## src/rtl/filter_out_aligner.sv

```systemverilog
// filter_out_aligner: tags raw filter results with their frame position. It
// keeps the interior (valid-window) results and frames them with sop/eop.
// The results are buffered in a small first-word-fall-through FIFO for a
// downstream consumer that may stall.
// Optional build macro FILTER_BORDER_ZERO_EN: keep every beat and force the
// data of border beats to zero, giving a full-size output frame.
module filter_out_aligner #(
    parameter int unsigned FP_WORD_LENGTH = 32,
    parameter int unsigned IMAGE_WIDTH    = 640,
    parameter int unsigned IMAGE_HEIGHT   = 480,
    parameter int unsigned KERNEL_SIZE    = 3,
    parameter int unsigned FIFO_DEPTH     = 4
) (
    input  logic                      clk,
    input  logic                      reset_n,
    input  logic                      in_valid,
    input  logic                      in_sof,
    input  logic [FP_WORD_LENGTH-1:0] in_data,
    output logic                      out_valid,
    input  logic                      out_ready,
    output logic [FP_WORD_LENGTH-1:0] out_data,
    output logic                      out_sop,
    output logic                      out_eop,
    output logic                      frame_done,
    output logic                      overflow,
    input  logic                      clr_overflow
);

    localparam int unsigned COL_W = (IMAGE_WIDTH  > 1) ? $clog2(IMAGE_WIDTH)  : 1;
    localparam int unsigned ROW_W = (IMAGE_HEIGHT > 1) ? $clog2(IMAGE_HEIGHT) : 1;
    localparam int unsigned PTR_W = (FIFO_DEPTH   > 1) ? $clog2(FIFO_DEPTH)   : 1;
    localparam int unsigned CNT_W = PTR_W + 1;

    localparam logic [COL_W-1:0] COL_LAST = COL_W'(IMAGE_WIDTH - 1);
    localparam logic [ROW_W-1:0] ROW_LAST = ROW_W'(IMAGE_HEIGHT - 1);
    localparam logic [COL_W-1:0] COL_EDGE = COL_W'(KERNEL_SIZE - 1);
    localparam logic [ROW_W-1:0] ROW_EDGE = ROW_W'(KERNEL_SIZE - 1);
    localparam logic [CNT_W-1:0] CNT_FULL = CNT_W'(FIFO_DEPTH);

    typedef struct packed {
        logic                      sop;
        logic                      eop;
        logic [FP_WORD_LENGTH-1:0] data;
    } entry_t;

    logic [COL_W-1:0] col;
    logic [ROW_W-1:0] row;
    logic [COL_W-1:0] tag_col;
    logic [ROW_W-1:0] tag_row;
    logic [COL_W-1:0] col_nxt;
    logic [ROW_W-1:0] row_nxt;

    logic   interior;
    logic   chosen;
    entry_t push_entry;

    entry_t           mem [FIFO_DEPTH];
    logic [PTR_W-1:0] wr_ptr;
    logic [PTR_W-1:0] rd_ptr;
    logic [CNT_W-1:0] count;
    logic [CNT_W-1:0] count_nxt;

    logic   full;
    logic   pop;
    logic   push;
    logic   drop;
    entry_t head;

    // Position tag of the current beat: a start-of-frame beat is always (0,0).
    always_comb begin
        tag_col = col;
        tag_row = row;
        if (in_sof) begin
            tag_col = '0;
            tag_row = '0;
        end
    end

    // Raster advance from the tagged position, wrapping at line and frame ends.
    always_comb begin
        col_nxt = tag_col + COL_W'(1);
        row_nxt = tag_row;
        if (tag_col == COL_LAST) begin
            col_nxt = '0;
            row_nxt = (tag_row == ROW_LAST) ? '0 : tag_row + ROW_W'(1);
        end
    end

    // Beat selection and the entry that would be pushed for it.
    always_comb begin
        interior        = (tag_col >= COL_EDGE) && (tag_row >= ROW_EDGE);
        push_entry.eop  = (tag_col == COL_LAST) && (tag_row == ROW_LAST);
`ifdef FILTER_BORDER_ZERO_EN
        chosen          = 1'b1;
        push_entry.data = interior ? in_data : '0;
        push_entry.sop  = (tag_col == '0) && (tag_row == '0);
`else
        chosen          = interior;
        push_entry.data = in_data;
        push_entry.sop  = (tag_col == COL_EDGE) && (tag_row == ROW_EDGE);
`endif
    end

    // FIFO handshake: a full FIFO still accepts a push when the head leaves.
    always_comb begin
        head      = mem[rd_ptr];
        full      = (count == CNT_FULL);
        pop       = out_valid && out_ready;
        push      = in_valid && chosen && (!full || pop);
        drop      = in_valid && chosen && full && !pop;
        count_nxt = count + CNT_W'(push) - CNT_W'(pop);
    end

    // Head entry falls through onto the output port.
    assign out_data = head.data;
    assign out_sop  = head.sop;
    assign out_eop  = head.eop;

    // Position counters advance on every input beat, chosen or not.
    always_ff @(posedge clk or negedge reset_n) begin
        if (!reset_n) begin
            col <= '0;
            row <= '0;
        end else if (in_valid) begin
            col <= col_nxt;
            row <= row_nxt;
        end
    end

    // FIFO storage; cleared on reset so the head reads zero.
    always_ff @(posedge clk or negedge reset_n) begin
        if (!reset_n) begin
            for (int unsigned i = 0; i < FIFO_DEPTH; i++) begin
                mem[i] <= '0;
            end
        end else if (push) begin
            mem[wr_ptr] <= push_entry;
        end
    end

    // FIFO pointers, occupancy and the registered valid flag.
    always_ff @(posedge clk or negedge reset_n) begin
        if (!reset_n) begin
            wr_ptr    <= '0;
            rd_ptr    <= '0;
            count     <= '0;
            out_valid <= 1'b0;
        end else begin
            if (push) begin
                wr_ptr <= wr_ptr + PTR_W'(1);
            end
            if (pop) begin
                rd_ptr <= rd_ptr + PTR_W'(1);
            end
            count     <= count_nxt;
            out_valid <= (count_nxt != '0);
        end
    end

    // End-of-frame pulse and sticky overflow flag; a new drop beats a clear.
    always_ff @(posedge clk or negedge reset_n) begin
        if (!reset_n) begin
            frame_done <= 1'b0;
            overflow   <= 1'b0;
        end else begin
            frame_done <= pop && head.eop;
            if (drop) begin
                overflow <= 1'b1;
            end else if (clr_overflow) begin
                overflow <= 1'b0;
            end
        end
    end

endmodule

```

## config.mk

```make
export PLATFORM = sky130hd
export DESIGN_NAME = filter_out_aligner
export DESIGN_NICKNAME = d
export VERILOG_FILES = /design/src/rtl/filter_out_aligner.sv
export SDC_FILE = /design/constraint.sdc
export NUM_CORES = 1
export LEC_CHECK = 0
export CAP_MARGIN = 0
export CORE_MARGIN = 1
export CORE_UTILIZATION = 30
export DETAILED_ROUTE_END_ITERATION = 10
export PLACE_DENSITY_LB_ADDON = 0.15
export SLEW_MARGIN = 20
export SYNTH_ARGS = -nofsm -noshare
export SYNTH_HDL_FRONTEND = slang
export SYNTH_SLANG_ARGS = --single-unit
```

## constraint.sdc

```tcl
create_clock -name clk -period 3.5 [get_ports clk]
set_input_delay 0.7 -clock clk [delete_from_list [all_inputs] [get_ports clk]]
set_output_delay 0.7 -clock clk [all_outputs]
set_load 0.05 [all_outputs]
```

==> run_summary.xml <==
<?xml version="1.0" encoding="UTF-8"?>
<metrics>
  <group name="run_status">
    <metric name="outcome" unit="">finished clean</metric>
  </group>
  <group name="clock_tree">
    <metric name="cts_tree" unit="">built</metric>
    <metric name="clkSlewWorstSetupHoldPaths" unit="ns">0.07</metric>
    <metric name="clockRootBuffer" unit="">sky130_fd_sc_hd__clkbuf_16</metric>
    <metric name="cts_setup_buffers" unit="">0</metric>
    <metric name="tritoncts.num_buffers" unit="">17</metric>
    <metric name="cts-root-to-sink-buffers" unit="">2</metric>
    <metric name="postCtsHoldBufs" unit="">0</metric>
    <metric name="cts_sinks" unit="">165</metric>
    <metric name="worst_skew_pair.late_latency" unit="ns">0.43</metric>
    <metric name="cts.htree.levels" unit="">4</metric>
    <metric name="cts_resized" unit="">0</metric>
  </group>
  <group name="worst_setup_path">
    <metric name="timing.critical_path.from" unit="">in_sof</metric>
    <metric name="cp_max_fo" unit="">8</metric>
    <metric name="cp-end-kind" unit="">flop</metric>
    <metric name="critical-path-max-stage-delay" unit="ns">0.40</metric>
    <metric name="rr_startpoint" unit="">row[1]$_DFFE_PN0P_</metric>
    <metric name="worst_path_max_delay_cell" unit="">sky130_fd_sc_hd__clkdlybuf4s50_1</metric>
    <metric name="cp_data_arrival_time" unit="ns">3.63</metric>
    <metric name="cells_along_the_critical_path" unit="">clkdlybuf4s50_1 &gt; buf_4 &gt; nor2b_2 &gt; ha_4 &gt; nor2_1 &gt; a311oi_4 &gt; nand3_2 &gt; ha_1 &gt; inv_1 &gt; ha_1 &gt; inv_1 &gt; fa_2 &gt; xnor2_1 &gt; xnor2_1 &gt; or3_1</metric>
    <metric name="required" unit="ns">3.80</metric>
    <metric name="critical_path.startpoint_type" unit="">input pin</metric>
    <metric name="worst-setup-path-type" unit="">input pin to flop</metric>
  </group>
  <group name="flow_run">
    <metric name="maxCapViolations" unit="">0</metric>
  </group>
  <group name="yosys">
    <metric name="syn-num-nets" unit="">571</metric>
    <metric name="post_synth.cell_area_avg" unit="um^2">14.87</metric>
    <metric name="synthesis.area" unit="um^2">7764</metric>
    <metric name="synth_top_area_share" unit="%">53.18</metric>
    <metric name="synth-seq-cells" unit="">165</metric>
    <metric name="most_numerous_cell_in_the_yosys_netlist" unit="">sky130_fd_sc_hd__dfrtp_1</metric>
    <metric name="yosysTopAreaCell" unit="">sky130_fd_sc_hd__dfrtp_1</metric>
    <metric name="synth.top_cells.by_count" unit="">sky130_fd_sc_hd__dfrtp_1, sky130_fd_sc_hd__mux2_1, sky130_fd_sc_hd__mux4_2</metric>
    <metric name="synth-warning-count" unit="">0</metric>
    <metric name="synth_area_leaders" unit="">sky130_fd_sc_hd__dfrtp_1, sky130_fd_sc_hd__mux2_1, sky130_fd_sc_hd__mux4_2, sky130_fd_sc_hd__mux2_2, sky130_fd_sc_hd__buf_6</metric>
    <metric name="synth_sequential_area_ratio" unit="%">53.18</metric>
    <metric name="synthDistinctLibCells" unit="">58</metric>
    <metric name="synth_enable_flop_cells" unit="">0</metric>
    <metric name="synth_async_sr_flop_share" unit="%">100.0</metric>
    <metric name="synth-main-ff-cell" unit="">sky130_fd_sc_hd__dfrtp_1</metric>
    <metric name="synthCells" unit="">522</metric>
  </group>
  <group name="floorplan">
    <metric name="initial_cell_density_of_the_core" unit="%">30.74</metric>
    <metric name="design.portCount" unit="">75</metric>
    <metric name="die-width" unit="um">162.9</metric>
    <metric name="die_height" unit="um">162.9</metric>
    <metric name="die_area" unit="um^2">26530</metric>
    <metric name="design.core.area" unit="um^2">25250</metric>
    <metric name="placementRows" unit="">58</metric>
  </group>
  <group name="final_layout">
    <metric name="synthToLayoutAreaGrowth" unit="%">25.12</metric>
    <metric name="antenna_cells" unit="">0</metric>
    <metric name="fraction_of_final_layout_cells_with_drive_strength_greater_than_1" unit="%">21.39</metric>
    <metric name="final_cells" unit="">961</metric>
    <metric name="nets" unit="">667</metric>
    <metric name="n_fill_cell" unit="">2389</metric>
  </group>
  <group name="detailed_routing">
    <metric name="detail_route.first_pass.iterations" unit="">4</metric>
    <metric name="drcViolationCount" unit="">0</metric>
    <metric name="vias_per_cell" unit="">4.920</metric>
    <metric name="wl" unit="um">17410</metric>
    <metric name="ant_nets" unit="">0</metric>
    <metric name="wire_per_inst" unit="um">18.12</metric>
    <metric name="vias" unit="">4728</metric>
    <metric name="drt_iter0_drc" unit="">133</metric>
  </group>
  <group name="timing">
    <metric name="post-route-worst-setup-slack" unit="ns">0.1736</metric>
    <metric name="setup-tns-final" unit="ns">0</metric>
    <metric name="number_of_endpoints_failing_setup_at_the_final_stage" unit="">0</metric>
    <metric name="grt_setup_unrepaired" unit="">false</metric>
    <metric name="timing.final.crit_share" unit="%">95.04</metric>
    <metric name="worst_slew_margin_rel" unit="%">55.94</metric>
    <metric name="final.setup_skew" unit="ns">0.01123</metric>
    <metric name="clock.fmax" unit="MHz">300.6</metric>
    <metric name="worst_slew_pin_tran" unit="ns">0.6548</metric>
    <metric name="timing.final.crit_period" unit="ns">3.326</metric>
    <metric name="slew_viol_final" unit="">0</metric>
    <metric name="finalHoldWorstSlack" unit="ns">0.2474</metric>
    <metric name="final-hold-violation-count" unit="">0</metric>
  </group>
  <group name="place">
    <metric name="dpl_worst_slack" unit="ns">-0.2910</metric>
    <metric name="port-buffer-count" unit="">74</metric>
    <metric name="place.gp.congestion" unit="">0.8180</metric>
    <metric name="dpl.cell_count" unit="">929</metric>
    <metric name="place_hpwl" unit="um">11510</metric>
  </group>
  <group name="global_route">
    <metric name="grt_max_degree" unit="">61</metric>
    <metric name="globalRoute.totalOverflow" unit="">0</metric>
    <metric name="grt_pass1_wl" unit="um">28990</metric>
    <metric name="first_global_vias" unit="">5362</metric>
    <metric name="antenna_found_initial" unit="">0</metric>
    <metric name="grt_util_all_layers" unit="%">14.33</metric>
  </group>
  <group name="worst_hold_path">
    <metric name="hold_class" unit="">input pin to async pin</metric>
  </group>
  <group name="power">
    <metric name="peakVddDrop" unit="uV">541.9</metric>
    <metric name="report.power.total" unit="W">0.008521</metric>
    <metric name="leakage" unit="nW">4.241</metric>
    <metric name="p_per_area" unit="nW/um^2">877.1</metric>
  </group>
</metrics>
## report_power, final
part	switching, W	internal (W)
clock	0.000833	0.00102
combinational	0.00204	0.00163
sequential	0.000384	0.00261
## kinds of logic (layout without fill, tap and decap cells)
logic type               Yosys count  after routing  share of synthesized area [%]
AND/OR/NAND/NOR                   85             85                          7.091
adder cells (fa/ha/maj)           11             11                          1.869
XOR/XNOR                           5              5                         0.5640
AO/OA/AOI/OAI                     41             41                          4.110
buffers and inverters             43            152                          3.320
flip-flops                       165            165                          53.18
multiplexers                     172            172                          29.86
## worst paths after layout
path | end | slack, ns | cells after the start
max | out_valid$_DFF_PN0_ | 0.17 | 15
min | col[7]$_DFFE_PN0P_ | 0.25 | 1
max reg2reg | out_valid$_DFF_PN0_ | 0.58 | 13
min reg2reg | mem[43]$_DFFE_PN0P_ | 0.49 | 1
max in group asynchronous | mem[118]$_DFFE_PN0P_ | 2.42 | 2
min in group clk | mem[43]$_DFFE_PN0P_ | 0.49 | 1
## registers in the layout (all words and copies together) (netlist names)
signal	cells
col	10
count	3
frame_done	1
mem	136
out_valid	1
overflow	1
rd_ptr	2
row	9
wr_ptr	2
## final cells by class
class | instances | area, um^2 | area share, %
timing repair buffer | 106 | 1107 | 11.40
inverter | 14 | 52.55 | 0.5410
tap | 330 | 412.9 | 4.250
clock inverter | 13 | 140.1 | 1.443
sequential | 165 | 4131 | 42.53
clock buffer | 19 | 442.9 | 4.560
multi-input combinational | 314 | 3427 | 35.28
## worst max-delay path: cells and delay by family
kind            cells  cell delay, ns
buf+inv             4            0.68
xor+xnor            2            0.29
compound gates      1            0.32
fa+ha+maj           4            0.94
simple gates        4            0.70
## layer usage
metal / wire length [um] / track usage [%]
met1: 7871 / 18.20
met2: 8892 / 24.39
met3: 454 / 2.801
met4: 194 / 4.673
met5: 0 / 0
## stage by stage
step / cell area, um^2 / util [%]
2_1_floorplan: 7834 / -
3_3_place_gp: 9131 / 36.16
3_5_place_dp: 9131 / 36.16
4_1_cts: 9714 / 38.47
5_1_grt: 9714 / 38.47
6_report: 9714 / 38.47
## layout by cell type (no fill, tap or decap), drive strengths merged, types with 7 or more instances in the layout
master         instances
dfrtp                165
inv                   21
nor4                   7
mux2                 137
o21ai                  9
buf                   33
nand3                  8
ha                    10
clkdlybuf4s50         73
clkbuf                19
mux4                  34
nor2                  14
nand2b                 7
nand2                 13
No activity file was read; power rests on OpenSTA's default activity.
